--- src/rtl/sync_fifo_flex.sv ---
// Single-clock FIFO with FWFT or registered-read output, occupancy count, flush,
// and sticky overflow/underflow flags. Push/pop use a valid/ready handshake.
module sync_fifo_flex #(
    parameter int FIFO_DEPTH = 16,
    parameter int DATA_WIDTH = 32,
    parameter int ADDR_WIDTH = $clog2(FIFO_DEPTH),
    parameter bit FWFT       = 1'b1
) (
    input  logic                  i_clk,
    input  logic                  i_rst,
    input  logic                  i_flush,
    input  logic                  i_valid_s,
    input  logic [DATA_WIDTH-1:0] i_datain,
    output logic                  o_ready_s,
    input  logic                  i_ready_m,
    output logic                  o_valid_m,
    output logic [DATA_WIDTH-1:0] o_dataout,
    input  logic [ADDR_WIDTH-1:0] i_almostfull_lvl,
    input  logic [ADDR_WIDTH-1:0] i_almostempty_lvl,
    output logic [ADDR_WIDTH:0]   o_count,
    output logic                  o_full,
    output logic                  o_empty,
    output logic                  o_almostfull,
    output logic                  o_almostempty,
    output logic                  o_overflow,
    output logic                  o_underflow
);

    localparam logic [ADDR_WIDTH:0] DEPTH_C = (ADDR_WIDTH+1)'(FIFO_DEPTH);
    localparam logic [ADDR_WIDTH:0] ONE_C   = (ADDR_WIDTH+1)'(1);

    logic [DATA_WIDTH-1:0] mem [FIFO_DEPTH];
    logic [ADDR_WIDTH:0]   wr_ptr;
    logic [ADDR_WIDTH:0]   rd_ptr;
    logic [ADDR_WIDTH:0]   count;
    logic [ADDR_WIDTH:0]   free_cnt;
    logic                  overflow;
    logic                  underflow;
    logic                  full;
    logic                  empty;
    logic                  push;
    logic                  pop;

    // Pointer MSBs differ only when the write side has lapped the read side.
    always_comb begin
        empty = (wr_ptr == rd_ptr);
        full  = (wr_ptr[ADDR_WIDTH] != rd_ptr[ADDR_WIDTH]) &&
                (wr_ptr[ADDR_WIDTH-1:0] == rd_ptr[ADDR_WIDTH-1:0]);
        push  = i_valid_s && !full;
        pop   = i_ready_m && !empty;
    end

    always_ff @(posedge i_clk) begin
        if (i_rst || i_flush) begin
            wr_ptr    <= '0;
            rd_ptr    <= '0;
            count     <= '0;
            overflow  <= 1'b0;
            underflow <= 1'b0;
        end else begin
            if (push)
                wr_ptr <= wr_ptr + ONE_C;
            if (pop)
                rd_ptr <= rd_ptr + ONE_C;
            if (push && !pop)
                count <= count + ONE_C;
            else if (pop && !push)
                count <= count - ONE_C;
            if (i_valid_s && full)
                overflow <= 1'b1;
            if (i_ready_m && empty)
                underflow <= 1'b1;
        end
    end

    // Storage is never cleared; flush and reset only move the pointers.
    always_ff @(posedge i_clk) begin
        if (push && !i_rst && !i_flush)
            mem[wr_ptr[ADDR_WIDTH-1:0]] <= i_datain;
    end

    generate
        if (FWFT) begin : g_fwft
            assign o_dataout = mem[rd_ptr[ADDR_WIDTH-1:0]];
        end else begin : g_regread
            logic [DATA_WIDTH-1:0] dout_q;
            always_ff @(posedge i_clk) begin
                if (i_rst)
                    dout_q <= '0;
                else if (pop && !i_flush)
                    dout_q <= mem[rd_ptr[ADDR_WIDTH-1:0]];
            end
            assign o_dataout = dout_q;
        end
    endgenerate

    always_comb begin
        free_cnt      = DEPTH_C - count;
        o_count       = count;
        o_full        = full;
        o_empty       = empty;
        o_ready_s     = !full;
        o_valid_m     = !empty;
        o_almostfull  = (free_cnt <= {1'b0, i_almostfull_lvl});
        o_almostempty = (count <= {1'b0, i_almostempty_lvl});
        o_overflow    = overflow;
        o_underflow   = underflow;
    end

endmodule

--- config.mk ---
export PLATFORM = sky130hd
export DESIGN_NAME = sync_fifo_flex
export DESIGN_NICKNAME = d
export VERILOG_FILES = /design/src/rtl/sync_fifo_flex.sv
export SDC_FILE = /design/constraint.sdc
export NUM_CORES = 1
export LEC_CHECK = 0
export ABC_AREA = 1
export CORE_UTILIZATION = 60
export CTS_CLUSTER_DIAMETER = 50
export CTS_CLUSTER_SIZE = 10
export DETAILED_ROUTE_END_ITERATION = 10
export HOLD_SLACK_MARGIN = 0.06
export PLACE_DENSITY = 0.79
export SYNTH_ARGS = -nofsm -noshare
export SYNTH_HDL_FRONTEND = slang
export SYNTH_SLANG_ARGS = --single-unit
--- constraint.sdc ---
create_clock -name i_clk -period 3.3 [get_ports i_clk]
set_input_delay 0.825 -clock i_clk [delete_from_list [all_inputs] [get_ports i_clk]]
set_output_delay 0.825 -clock i_clk [all_outputs]
set_load 0.05 [all_outputs]
==> run summary <==
The via count normalized by instance count works out to 5.764. The number of unique standard cell types used by synthesis was 34; the worst max-slew margin expressed relative to the limit was 0.5716. The tools report the total area of sequential cells as 0.01581 mm^2. The post-layout minimum cycle time was 3.209 ns. The layout filler cell count is 2480, and the clock tree buffer depth is 3. The tools report the clock network latency to the later pin of the worst-skew pair as 0.60 ns. Across the routed clock network, the largest skew measured is 0.01468 ns.

For this design the ratio of total power to cell area is 529.5 mW/mm^2. The logs give 0.01097 W for the total internal power and 0.02308 mm^2 for the total standard cell area after synthesis. The number of pins exceeding their max-slew limit in the final report was 0. The async set-reset flop share out of synthesis is 0, and the data arrival time of the critical path is 2.38 ns. For this block, the routed nets add up to 49.89 mm of wire.

Detailed placement finished with a half-perimeter wire length of 27.69 mm. The post-layout instance area came out at 0.02630 mm^2. Clock-pin slew was measured on the worst setup and hold paths at 0.06 ns. The tools report the residual DRC count as 0.

Broken down by cell family, the worst path's largest delay share belongs to buffers and inverters. IR analysis of the VDD net gives a maximum drop of 0.4342 mV. The max-capacitance violation count came out at 0.

The synthesized design contains 512 enable-type register cells. The signal on the critical path passes through buf_12 -> o211ai_1 -> nand3_1 -> nand3_1 -> nand2_1 -> buf_4. The tools report the TritonCTS buffer count as 59. In the post-synthesis netlist, the biggest area contributors are sky130_fd_sc_hd__edfxtp_1 (67%), sky130_fd_sc_hd__a21oi_2 (4.8%), sky130_fd_sc_hd__inv_1 (4.6%), sky130_fd_sc_hd__nand3_1 (4.4%), sky130_fd_sc_hd__o211ai_1 (3.5%). The fraction of power consumed by the clock network was 0.402; the switching power share of the total was 0.2120. TritonCTS built the clock tree. The run gives 14290 as the total vias in the final route. The synthesis warning total is 0.

In the final routed layout, each cell accounts on average for 20.12 um. The floorplan has 71 rows. Among all flip-flop cells after synthesis, the most frequent one is sky130_fd_sc_hd__edfxtp_1. The share of post-route cells with drive strength above 1 was 0.1790. The actual slew at the worst max-slew pin is 0.6426 ns. The run gives 4 as the initial antenna violation count. Counting every instance in the synthesized netlist gives 1848. Of all nets on the critical path, the largest fanout is 61. For the power share of the combinational group, the log shows 0.062. The final number of hold-violating endpoints is 0, and the die outline width is 198.1 um. The floorplan die area was 0.03926 mm^2. For the effective utilization at floorplan, the log shows 0.6114.

The critical path in this run is classified as reg -> out. The remaining antenna violation count was 0. In this run the static leakage power is 9.250 nW. The total overflow left after global routing is 0. The maximum number of pins on one net before global-route repair was 97; the part of the total power dissipated in sequential elements was 0.536. The count of input and output buffers was 89. The synthesized design spends more area on one cell type than any other, namely sky130_fd_sc_hd__edfxtp_1. Leaving out fill and tap cells, the most frequent cells in the layout are sky130_fd_sc_hd__edfxtp_1 (512), sky130_fd_sc_hd__inv_1 (282), sky130_fd_sc_hd__nand2_1 (214). The run gives 0.8010 as the routability congestion estimate. The tools report the category of the worst setup path capture point as a primary output. For the first-pass iteration count of the detailed router, the log shows 6.

The startpoint kind of the worst setup timing path is a register. The flow ran to the end, and the final reports show no timing, DRC or antenna violations. Power comes to 0.01392 W. The worst hold path belongs to the class reg -> reg. The H-tree was split into 2 levels. The mean instance size in the synthesized netlist came out at 12.49 um^2. Setup repair after global routing could not meet its margin everywhere. Among the stages of the critical path, the cell type that occurs most often is sky130_fd_sc_hd__nand3_1. The global-route total usage across every layer was 0.2600. Together, buffers and inverters on the worst path number 2. The tools report the reported net switching power as 0.002952 W. The post-synthesis sequential element count was 533; the number of DRC markers in iteration 0 was 1313. The multi-input combinational cells in the finished layout cover a total of 0.005492 mm^2. In this run, post-CTS hold repair placed 0 buffers. The floorplan step set the die height to 198.1 um. Derived from the worst setup path, the maximum achievable clock frequency is 311.6 MHz. The top-area cell type share of the netlist area is 0.6661, and the final cycle utilization of the critical path is 0.9724. On the worst path, the slowest cell contributes a delay of 0.57 ns.

The logs give 2.47 ns for the worst path required time and 0.6843 for the portion of the post-synthesis area used by sequential elements. Clock tree synthesis found a total of 533 sinks. The number of nets handed over by synthesis was 1912. The number of primary I/O pins came out at 90. The slowest stage of the critical path belongs to the cell sky130_fd_sc_hd__dfxtp_4. The commonest non-fill, non-tap cell in the layout was sky130_fd_sc_hd__edfxtp_1. The first global-routing pass estimated 76.51 mm of wire.

From synthesis to final layout, the design area changed by 13.92%. After the last flow step, the layout net total stands at 2015. The instance area at placement came out at 0.02468 mm^2.

Setup violations remaining at the end of the flow were counted as 0. The core region is 0.03776 mm^2. The number of global-route vias before repair came out at 14010. Clock tree synthesis selected as its root buffer the cell sky130_fd_sc_hd__clkbuf_16.
==> power groups by stage <==
| stage | Combinational (W) | Clock [W] | Sequential, W |
|---|---|---|---|
| floorplan | 0.000540 | 0 | 0.00761 |
| global placement | 0.000838 | 0 | 0.00760 |
| CTS | 0.000869 | 0.00569 | 0.00746 |
| finish | 0.000869 | 0.00559 | 0.00746 |
| detailed placement | 0.000862 | 0 | 0.00760 |
| global route | 0.000940 | 0.00591 | 0.00746 |
==> flip-flops by register name, indices dropped and copies added (netlist names), named ones only <==
signal / flops
o_underflow: 1
mem: 512
wr_ptr: 5
rd_ptr: 5
o_count: 5
o_overflow: 1
==> synthesized netlist by cell type (8+ instances only) <==
library cell / number
sky130_fd_sc_hd__o211ai_1: 108
sky130_fd_sc_hd__nand2_1: 214
sky130_fd_sc_hd__o21ai_1: 100
sky130_fd_sc_hd__o21ai_0: 34
sky130_fd_sc_hd__buf_4: 11
sky130_fd_sc_hd__ha_1: 18
sky130_fd_sc_hd__inv_1: 284
sky130_fd_sc_hd__nor2_4: 12
sky130_fd_sc_hd__a21oi_1: 25
sky130_fd_sc_hd__buf_1: 8
sky130_fd_sc_hd__nor2_1: 30
sky130_fd_sc_hd__dfxtp_1: 21
sky130_fd_sc_hd__nand3_1: 205
sky130_fd_sc_hd__buf_2: 36
sky130_fd_sc_hd__a21oi_2: 126
sky130_fd_sc_hd__clkbuf_1: 24
sky130_fd_sc_hd__buf_6: 22
sky130_fd_sc_hd__o211ai_2: 20
sky130_fd_sc_hd__edfxtp_1: 512
==> through the flow <==
| stage | TNS (ns) | cells | utilization | setup WS (ns) | hold slack, ns |
|---|---|---|---|---|---|
| final | 0 | 2479 | 0.6965 | 0.09118 | 0.4604 |
| after global placement | 0 | 2400 | 0.6537 | 0.1342 | 0.4465 |
| after global routing | -0.03786 | 2477 | 0.6964 | -0.03786 | 0.4780 |
| after detailed placement | 0 | 2400 | 0.6537 | 0.1553 | 0.4499 |
| after floorplan | 0 | 1848 | - | 0.1417 | 0.5182 |
| after CTS | 0 | 2477 | 0.6959 | 0.009133 | 0.4612 |
==> final cells by class <==
| type | count | area share |
|---|---|---|
| flip-flops and latches | 533 | 0.6013 |
| multi-input cells | 911 | 0.2088 |
| repair buffers | 155 | 0.06366 |
| clock buffers | 72 | 0.05881 |
| inverters | 291 | 0.04154 |
| well taps | 511 | 0.02431 |
| clock inverters | 4 | 0.001332 |
| diodes | 2 | 0.0001903 |
==> worst register-to-register path, cell delays in order (launching register included) <==
cell	delay, ns
sky130_fd_sc_hd__dfxtp_1	0.49
sky130_fd_sc_hd__inv_2	0.06
sky130_fd_sc_hd__nand2_1	0.06
sky130_fd_sc_hd__nand2_1	0.08
sky130_fd_sc_hd__nor2_4	0.19
sky130_fd_sc_hd__nand3_4	0.19
sky130_fd_sc_hd__nand2_2	0.11
sky130_fd_sc_hd__inv_2	0.05
sky130_fd_sc_hd__ha_1	0.21
sky130_fd_sc_hd__inv_1	0.15
sky130_fd_sc_hd__ha_1	0.28
sky130_fd_sc_hd__or2_2	0.29
sky130_fd_sc_hd__nand2_1	0.08
sky130_fd_sc_hd__xnor2_1	0.11
sky130_fd_sc_hd__nand2_1	0.06
sky130_fd_sc_hd__a21oi_1	0.12
==> path summary, 6_finish.rpt <==
kind	endpoint	cells after the start	startpoint	slack (ns)
worst max-delay path	o_dataout[15]	6	register	0.09
worst min-delay path	o_overflow	2	o_overflow	0.46
worst max register to register	o_count[4]	15	wr_ptr[2]	0.71
worst min register to register	o_overflow	2	o_overflow	0.46
==> logic make-up after synthesis <==
kind of cell | after synthesis | share of synthesized area
simple gates | 471 | 0.09345
xor+xnor | 8 | 0.003361
flops | 533 | 0.6843
buf+inv | 404 | 0.08006
compound gates | 413 | 0.1282
fa+ha+maj | 19 | 0.01062
==> metal layers <==
metal | routed length [um] | GRT usage | part of all wire
met3 | 3785 | 0.05263 | 0.076
met2 | 24830 | 0.4329 | 0.50
met5 | 31 | 0 | 0.00062
met4 | 1319 | 0.08699 | 0.026
met1 | 19930 | 0.3422 | 0.40
==> what timing repair did <==
| action | CTS | global route |
|---|---|---|
| endpoints found under the setup margin | 5 | 3 |
| setup buffers | 1 | 0 |
| gates resized for setup | 6 | 6 |
No activity file was read; power rests on OpenSTA's default activity.
